### src/rtl/dcache_port_arbiter.sv
// Shares the single dcache request port between NUM_REQ issue lanes, round-robin, one access in flight.
// Latency: dc_valid combinational from the selected lane in IDLE; response routed back with zero added latency.
// Backpressure: pause_mem holds the pipeline until every valid lane in the current group has completed.
module dcache_port_arbiter #(
  parameter int NUM_REQ    = 2,
  parameter int ADDR_WIDTH = 32,
  parameter int DATA_WIDTH = 32
) (
  input  logic                              clk,
  input  logic                              rst,
  input  logic                              flush,
  input  logic [NUM_REQ-1:0]                req_valid,
  input  logic [NUM_REQ-1:0]                req_we,
  input  logic [NUM_REQ*ADDR_WIDTH-1:0]     req_addr,
  input  logic [NUM_REQ*DATA_WIDTH-1:0]     req_wdata,
  input  logic [NUM_REQ*(DATA_WIDTH/8)-1:0] req_wstrb,
  output logic [NUM_REQ-1:0]                req_ready,
  output logic [NUM_REQ-1:0]                resp_valid,
  output logic [DATA_WIDTH-1:0]             resp_rdata,
  output logic                              dc_valid,
  output logic                              dc_we,
  output logic [ADDR_WIDTH-1:0]             dc_addr,
  output logic [DATA_WIDTH-1:0]             dc_wdata,
  output logic [DATA_WIDTH/8-1:0]           dc_wstrb,
  input  logic                              dc_addr_ok,
  input  logic                              dc_data_ok,
  input  logic [DATA_WIDTH-1:0]             dc_rdata,
  output logic                              pause_mem
);

  localparam int STRB_W = DATA_WIDTH / 8;
  localparam int IDW    = (NUM_REQ > 1) ? $clog2(NUM_REQ) : 1;

  typedef enum logic [1:0] {
    S_IDLE  = 2'd0,
    S_REQ   = 2'd1,
    S_WAIT  = 2'd2,
    S_DRAIN = 2'd3
  } state_e;

  state_e              state_q, state_d;
  logic [IDW-1:0]      rr_ptr_q, rr_ptr_d;
  logic [IDW-1:0]      grant_id_q, grant_id_d;
  logic                hold_we_q, hold_we_d;
  logic [ADDR_WIDTH-1:0] hold_addr_q, hold_addr_d;
  logic [DATA_WIDTH-1:0] hold_wdata_q, hold_wdata_d;
  logic [STRB_W-1:0]   hold_wstrb_q, hold_wstrb_d;
  // Lanes already completed while the pipeline is still paused; they stay
  // valid until pause_mem drops, so they must not be served twice.
  logic [NUM_REQ-1:0]  done_q, done_d;

  logic [NUM_REQ-1:0]  pending;
  logic                sel_found;
  int                  sel_i;
  int                  idx;
  logic [IDW-1:0]      sel_id;
  logic                sel_we;
  logic [ADDR_WIDTH-1:0] sel_addr;
  logic [DATA_WIDTH-1:0] sel_wdata;
  logic [STRB_W-1:0]   sel_wstrb;

  // Round-robin pick: first pending lane at or after rr_ptr, wrapping.
  always_comb begin
    pending   = req_valid & ~done_q;
    sel_found = 1'b0;
    sel_i     = 0;
    idx       = 0;
    for (int k = 0; k < NUM_REQ; k++) begin
      idx = int'(rr_ptr_q) + k;
      if (idx >= NUM_REQ) idx = idx - NUM_REQ;
      if (!sel_found && pending[idx]) begin
        sel_found = 1'b1;
        sel_i     = idx;
      end
    end
    sel_id    = IDW'(sel_i);
    sel_we    = req_we[sel_i];
    sel_addr  = req_addr[sel_i*ADDR_WIDTH +: ADDR_WIDTH];
    sel_wdata = req_wdata[sel_i*DATA_WIDTH +: DATA_WIDTH];
    sel_wstrb = req_wstrb[sel_i*STRB_W +: STRB_W];
  end

  // Transaction FSM: next state, holding registers and port outputs.
  // Everything is forced idle while rst is high so outputs read 0 in reset.
  // The handshake with dcache is only honoured from REQ; the IDLE-cycle
  // dc_valid is an early presentation of the same request.
  always_comb begin
    state_d      = state_q;
    rr_ptr_d     = rr_ptr_q;
    grant_id_d   = grant_id_q;
    hold_we_d    = hold_we_q;
    hold_addr_d  = hold_addr_q;
    hold_wdata_d = hold_wdata_q;
    hold_wstrb_d = hold_wstrb_q;
    req_ready    = '0;
    resp_valid   = '0;
    resp_rdata   = '0;
    dc_valid     = 1'b0;
    dc_we        = 1'b0;
    dc_addr      = '0;
    dc_wdata     = '0;
    dc_wstrb     = '0;

    if (!rst) begin
      case (state_q)
        S_IDLE: begin
          if (sel_found && !flush) begin
            dc_valid     = 1'b1;
            dc_we        = sel_we;
            dc_addr      = sel_addr;
            dc_wdata     = sel_wdata;
            dc_wstrb     = sel_wstrb;
            grant_id_d   = sel_id;
            hold_we_d    = sel_we;
            hold_addr_d  = sel_addr;
            hold_wdata_d = sel_wdata;
            hold_wstrb_d = sel_wstrb;
            state_d      = S_REQ;
          end
        end
        S_REQ: begin
          dc_valid = 1'b1;
          dc_we    = hold_we_q;
          dc_addr  = hold_addr_q;
          dc_wdata = hold_wdata_q;
          dc_wstrb = hold_wstrb_q;
          if (dc_addr_ok) begin
            // Once accepted the access is committed; a concurrent flush
            // only means its response gets thrown away.
            rr_ptr_d = (grant_id_q == IDW'(NUM_REQ - 1)) ? '0 : grant_id_q + 1'b1;
            if (flush) begin
              state_d = S_DRAIN;
            end else begin
              req_ready[grant_id_q] = 1'b1;
              state_d               = S_WAIT;
            end
          end else if (flush) begin
            state_d = S_IDLE;
          end
        end
        S_WAIT: begin
          if (dc_data_ok) begin
            if (!flush) begin
              resp_valid[grant_id_q] = 1'b1;
              resp_rdata             = dc_rdata;
            end
            state_d = S_IDLE;
          end else if (flush) begin
            state_d = S_DRAIN;
          end
        end
        S_DRAIN: begin
          if (dc_data_ok) state_d = S_IDLE;
        end
        default: state_d = S_IDLE;
      endcase
    end
  end

  // Pause while any valid lane is neither done nor completing this cycle;
  // the done mask clears whenever the pipeline is allowed to advance.
  always_comb begin
    pause_mem = !rst && !flush && (|(req_valid & ~done_q & ~resp_valid));
    if (flush || !pause_mem) done_d = '0;
    else                     done_d = done_q | resp_valid;
  end

  // State and holding registers.
  always_ff @(posedge clk) begin
    if (rst) begin
      state_q      <= S_IDLE;
      rr_ptr_q     <= '0;
      grant_id_q   <= '0;
      hold_we_q    <= 1'b0;
      hold_addr_q  <= '0;
      hold_wdata_q <= '0;
      hold_wstrb_q <= '0;
      done_q       <= '0;
    end else begin
      state_q      <= state_d;
      rr_ptr_q     <= rr_ptr_d;
      grant_id_q   <= grant_id_d;
      hold_we_q    <= hold_we_d;
      hold_addr_q  <= hold_addr_d;
      hold_wdata_q <= hold_wdata_d;
      hold_wstrb_q <= hold_wstrb_d;
      done_q       <= done_d;
    end
  end

endmodule
### config.mk
export PLATFORM = sky130hd
export DESIGN_NAME = dcache_port_arbiter
export DESIGN_NICKNAME = d
export VERILOG_FILES = /design/src/rtl/dcache_port_arbiter.sv
export SDC_FILE = /design/constraint.sdc
export NUM_CORES = 1
export LEC_CHECK = 0
export CAP_MARGIN = 5
export CORE_ASPECT_RATIO = 0.75
export CORE_MARGIN = 1.5
export CORE_UTILIZATION = 38
export CTS_BUF_LIST = sky130_fd_sc_hd__clkbuf_2 sky130_fd_sc_hd__clkbuf_4 sky130_fd_sc_hd__clkbuf_8
export DETAILED_ROUTE_END_ITERATION = 6
export HOLD_SLACK_MARGIN = 0.08
export PLACE_DENSITY = 0.91
export SYNTH_ARGS = -nofsm -noshare
export SYNTH_HDL_FRONTEND = slang
export SYNTH_SLANG_ARGS = --single-unit
### constraint.sdc
create_clock -name clk -period 2.2 [get_ports clk]
set_input_delay 0.33 -clock clk [delete_from_list [all_inputs] [get_ports clk]]
set_output_delay 0.33 -clock clk [all_outputs]
set_load 0.01 [all_outputs]
After elaboration in Yosys (flattened, before gate mapping)
Index checks and enable logic that the tools add are counted.
Operators by class
  shifts and indexed selects: 3
  bitwise operators: 5
  reduce and logical (&&, ||, !) cells: 16
  $lt $le $gt $ge: 7
  mux-type cells: 52
  divide/modulo/power cells: 0
  $mul: 0
  $add $sub $neg: 4
  equality and inequality tests: 7
Operators with widths (count)
  $mux W32: 12
  $pmux W32 S2: 2
  $shiftx A64 B32 Y32: 2
  $lt A32 B3 Y1 const B: 3
  $shiftx A8 B32 Y4: 1
  $mux W2: 13
  $mux W1: 18
  $mux W4: 2
  $pmux W2 S4: 1
  $pmux W4 S2: 1
  $ne A3 B3 Y1 const B: 2
  $logic_and A1 B1 Y1: 5
  $and A2 B2 Y2: 2
  $eq A2 B2 Y1 const B: 2
  $logic_not A1 Y1: 4
  $ne A2 B2 Y1 const B: 2
  $not A2 Y2: 2
  $pmux W1 S2: 2
  $reduce_and A2 Y1: 2
  $reduce_and A4 Y1: 1
  $reduce_or A2 Y1: 2
  $sub A1 B2 Y3 const B: 1
  $sub A2 B2 Y3 const B: 1
  $add A1 B1 Y2 const B: 1
  10 further kinds: 10
Word-level totals
  bits in registers: 75
  ROM bits: 0
  logic and storage cells: 102
  memories: 0
  bits in writable memories: 0
  output and inout bits: 107
  bits in latches: 0
  input port bits: 177

Longest topological paths before layout
  word-level depth: 15
  mapped depth: 8
  gate-level depth less buffers: 4

Least setup slack after synthesis
OpenSTA, ideal clock, no wires.
  path kind: in2out
  start: input port flush
  end: output port dc_addr[21]
  data arrival time: 1704 ps
  slack: 166 ps
  stages: 8
  path buffers: 5
  data required time: 1870 ps
  path through: buf_2 > or2_1 > buf_2 > a211o_1 > buf_2 > buf_6 > buf_2 > o22ai_1
Between the ends
  cells in the longest elaborated chain, start to end: 5
RTL lines
  start, declared: RTL line 11  | input logic flush,
  $logic_not A1 Y1: RTL line 107  | if (sel_found && !flush) begin
  $logic_and A1 B1 Y1: RTL line 107
  $mux W32: RTL line 107
  $pmux W32 S2: RTL line 105  | case (state_q)
  $mux W32: RTL line 104  | if (!rst) begin
  end, declared: RTL line 22  | output logic [ADDR_WIDTH-1:0] dc_addr,
No other way between the ends.

Final worst setup path
  start: register done_q[0]
  end: output port dc_addr[15]
Between the ends
  cells in the longest elaborated chain, start to end: 13
  elaborated cells between the ends (all ways): 19
  those cells by class: 1 x shift; 13 x mux; 2 x bitwise; 3 x reduce/logical
RTL lines
  start, declared: RTL line 50  | logic [NUM_REQ-1:0] done_q, done_d;
  start signal, assigned: RTL line 187  | done_q <= done_d;
  $not A2 Y2 (*): RTL line 64  | pending = req_valid & ~done_q;
  $and A2 B2 Y2 (*): RTL line 64
  $mux W1 (not written as such) (3 in a row): RTL line 71  | if (!sel_found && pending[idx]) begin
  $mux W1: RTL line 71
  $logic_not A1 Y1: RTL line 71
  $logic_and A1 B1 Y1: RTL line 71
  $mux W32 or $mux W1 (tied branches): RTL line 71
  $shiftx A64 B32 Y32 or $logic_and A1 B1 Y1 (tied branches): RTL line 78, 107
  $mux W32 (*): RTL line 107
  $pmux W32 S2 (*): RTL line 105
  $mux W32 (*): RTL line 104
Mark *: on every way between the ends. The rest lies on a longest branch, timed or not. The select of a mux whose other input is x is not followed.

==> flow_summary.json <==
{
  "cts-htree-levels": 3,
  "n_antenna_cell": 0,
  "synth_nets": 731,
  "worstSetupEndpointType": "primary output",
  "final_util_pct": 88.10,
  "slew_violations": 0,
  "ys_top_cells_by_area": "dfxtp_1 (34%), mux2i_1 (16%), a211oi_1 (12%)",
  "m1WireLength_mm": 9.296,
  "synth_area_um2": 4390,
  "syn_avg_cell_area_um2": 7.925,
  "intPower_uw": 3377,
  "multi_input_area_um2": 3560,
  "grt_pass1_wl_mm": 32.37,
  "tritoncts": "done",
  "die_w_um": 127.1,
  "power_density_nw_per_um2": 497.1,
  "yosysWarnings": 0,
  "drive_gt1_share_pct": 42.59,
  "start_util_pct": 39.53,
  "setup-violations-final": 102,
  "worst_slack_ps": -251.2,
  "synth-async-reset-ratio_pct": 0,
  "skew_ps": 11.25,
  "worstMarginPinSlew_ps": 518.8,
  "drv_cap": 0,
  "ir_drop_mv": 0.4236,
  "die_h_um": 96.09,
  "clock_latency_ps": 360,
  "drt-vias-per-instance": 6.047,
  "power_frac_seq_pct": 32.4,
  "die-area_um2": 12210,
  "io_pins": 284,
  "path_buf_inv": 6,
  "drt-wirelength-per-cell_um": 23.11,
  "first_global_vias": 6168,
  "rsz0062_at_grt": "true",
  "coreArea_um2": 11110,
  "p_leak_uw": 0.003995,
  "highest_layer": "met4",
  "synth_top_area_share_pct": 34.20,
  "final_nets": 1130,
  "p_sw_uw": 1487,
  "crit_slowest_cell": "dfxtp_2",
  "first_iter_violations": 449,
  "area.growth.synth_to_final_pct": 122.9,
  "cp-start-kind": "flop",
  "numCtsBuffers": 9,
  "seq_area_frac_synth_pct": 34.20,
  "worstPathArrival_ps": 2120,
  "wl_met3_mm": 2.497,
  "clockRootBuffer": "clkbuf_8",
  "grt_max_degree": 71,
  "dr.pass1.iters": 5,
  "combPwrFrac_pct": 40.7,
  "cpMostUsedCell": "buf_12",
  "synth-seq-cells": 75,
  "grt_use_total_pct": 34.56,
  "synth_edf_count": 0,
  "wl_mm": 25.38,
  "ys_types": 25,
  "grt.overflow.total": 0,
  "fin_crit_sh_pct": 111.4,
  "cp_cell_sequence": "nand2b_4 > o21ai_4 > buf_12 > buf_12 > buf_12 > buf_16 > buf_12 > mux2i_4 > o22ai_1 > buf_2",
  "num_rows": 33,
  "finalHoldViolations": 0,
  "clk_pin_slew_ps": 80,
  "slowest_delay_ps": 330,
  "register_area_um2": 1505,
  "swShare_pct": 30.57,
  "cts_sinks": 75,
  "cts.path.max_buffers": 2,
  "met2_length_mm": 12.50,
  "antenna_found_initial": 0,
  "ant_nets": 0,
  "failed_checks": "setup timing",
  "drc": 0,
  "gp_congestion": 0.7646,
  "hold_path.class": "input pin to flop",
  "crit_type": "flop to primary output",
  "synthFlopType": "dfxtp_1",
  "cp_max_fo": 5,
  "max_freq_mhz": 408.0,
  "status": "finished with violations",
  "tns_ps": -11070,
  "synthTopCellsByCount": "dfxtp_1 (75), nor2_1 (75), mux2i_1 (70), nand2_1 (70)",
  "clockPowerShare_pct": 27.0,
  "vias": 6640,
  "synth_largest_area_cell": "dfxtp_1",
  "report.power.total_uw": 4865,
  "max-slew-margin-rel_pct": 65.41,
  "crit_required_ps": 1870,
  "post-route-min-period_ps": 2451,
  "netlist_instances": 554,
  "path_delay_family": "buffers and inverters",
  "numPortBuffers": 283,
  "fillers": 435,
  "dp.final_hpwl_mm": 12.12
}
[per-layer routing]
metal | vias to the layer above | track usage (%)
met2 | 533 | 61.64
met5 | - | 0
met4 | 0 | 16.00
met3 | 111 | 9.616
li1 | 2808 | -
met1 | 3188 | 39.02
[cells in the final DEF (no fill, tap or decap), types with 14 or more instances in the layout]
master / n
nand2_1: 70
buf_12: 20
o22ai_2: 14
buf_4: 112
mux2i_2: 18
a211oi_1: 69
nor2_1: 74
o22ai_1: 53
dfxtp_1: 72
buf_2: 79
clkdlybuf4s50_1: 172
and2_4: 22
buf_6: 39
mux2i_4: 51
[through the flow]
step | instance area [µm²] | setup slack (ps) | std cells | hold slack [ps]
floorplan | 4390 | 165.5 | 554 | 449.2
finish | 9786 | -251.2 | 1098 | 378.0
global route | 9786 | -323.0 | 1098 | 366.8
CTS | 9125 | -246.4 | 1077 | 309.2
detailed placement | 7891 | -567.6 | 999 | 491.0
global placement | 7891 | -520.0 | 999 | 486.2
[worst register-to-register path, cell delays in order, from the launching register on]
cell and delay [ps]:
dfxtp_2 340, nor2b_4 140, o21ai_4 80, buf_12 130, buf_12 120, buf_12 130, buf_16 150, buf_6 130
mux2i_4 180, buf_4 140, buf_4 130, buf_4 120, a211oi_1 310
[power groups by stage]
stage                     sequential, µW  combinational [µW]  clock (µW)
after floorplan                     1570                 603           0
final                               1580                1980        1310
after global placement              1580                1320           0
after CTS                           1550                1740        1320
after detailed placement            1580                1370           0
after global routing                1580                2050        1400
[final cells by class]
cell class,count,share of cell area (%)
flip-flops and latches,75,15.38
inverters,2,0.07672
repair buffers,448,43.87
clock inverters,5,1.023
clock buffers,11,1.483
multi-input cells,417,36.38
well taps,140,1.790
[flip-flops by register name, indices dropped and copies added, names as in the netlist]
| name | flops |
|---|---|
| state_q | 2 |
| rr_ptr_q | 1 |
| hold_wdata_q | 32 |
| grant_id_q | 1 |
| done_q | 2 |
| hold_addr_q | 32 |
| hold_we_q | 1 |
| hold_wstrb_q | 4 |
[worst paths after layout]
kind | startpoint | endpoint | slack [ps] | cells after the start
max | done_q[0]$_SDFF_PP0_ | dc_addr[15] | -250 | 10
min | rst | state_q[1]$_SDFFE_PP0P_ | 380 | 3
max reg2reg | done_q[1]$_SDFF_PP0_ | hold_wdata_q[19]$_SDFFE_PP0P_ | -20 | 12
min reg2reg | hold_wdata_q[10]$_SDFFE_PP0P_ | hold_wdata_q[10]$_SDFFE_PP0P_ | 500 | 2
[cells by family (layout without fill, tap and decap cells)]
| family | count (synthesis) | count (layout) | share of synthesized area, % |
|---|---|---|---|
| muxes | 70 | 70 | 15.96 |
| and+or+nand+nor | 195 | 195 | 19.52 |
| xor gates and xnor gates | 1 | 1 | 0.1995 |
| buffers and inverters | 63 | 466 | 6.583 |
| AOI/OAI and AO/OA | 150 | 151 | 23.54 |
| DFF | 75 | 75 | 34.20 |
[what timing repair did]
action / CTS / global route
cloned: 10 / 10
setup buffers: 53 / 18
endpoints found under the setup margin: 107 / 106
pin swaps: 28 / 42
gates resized for setup: 562 / 113
hold buffers: 0 / 0
No activity file was read; power rests on OpenSTA's default activity.
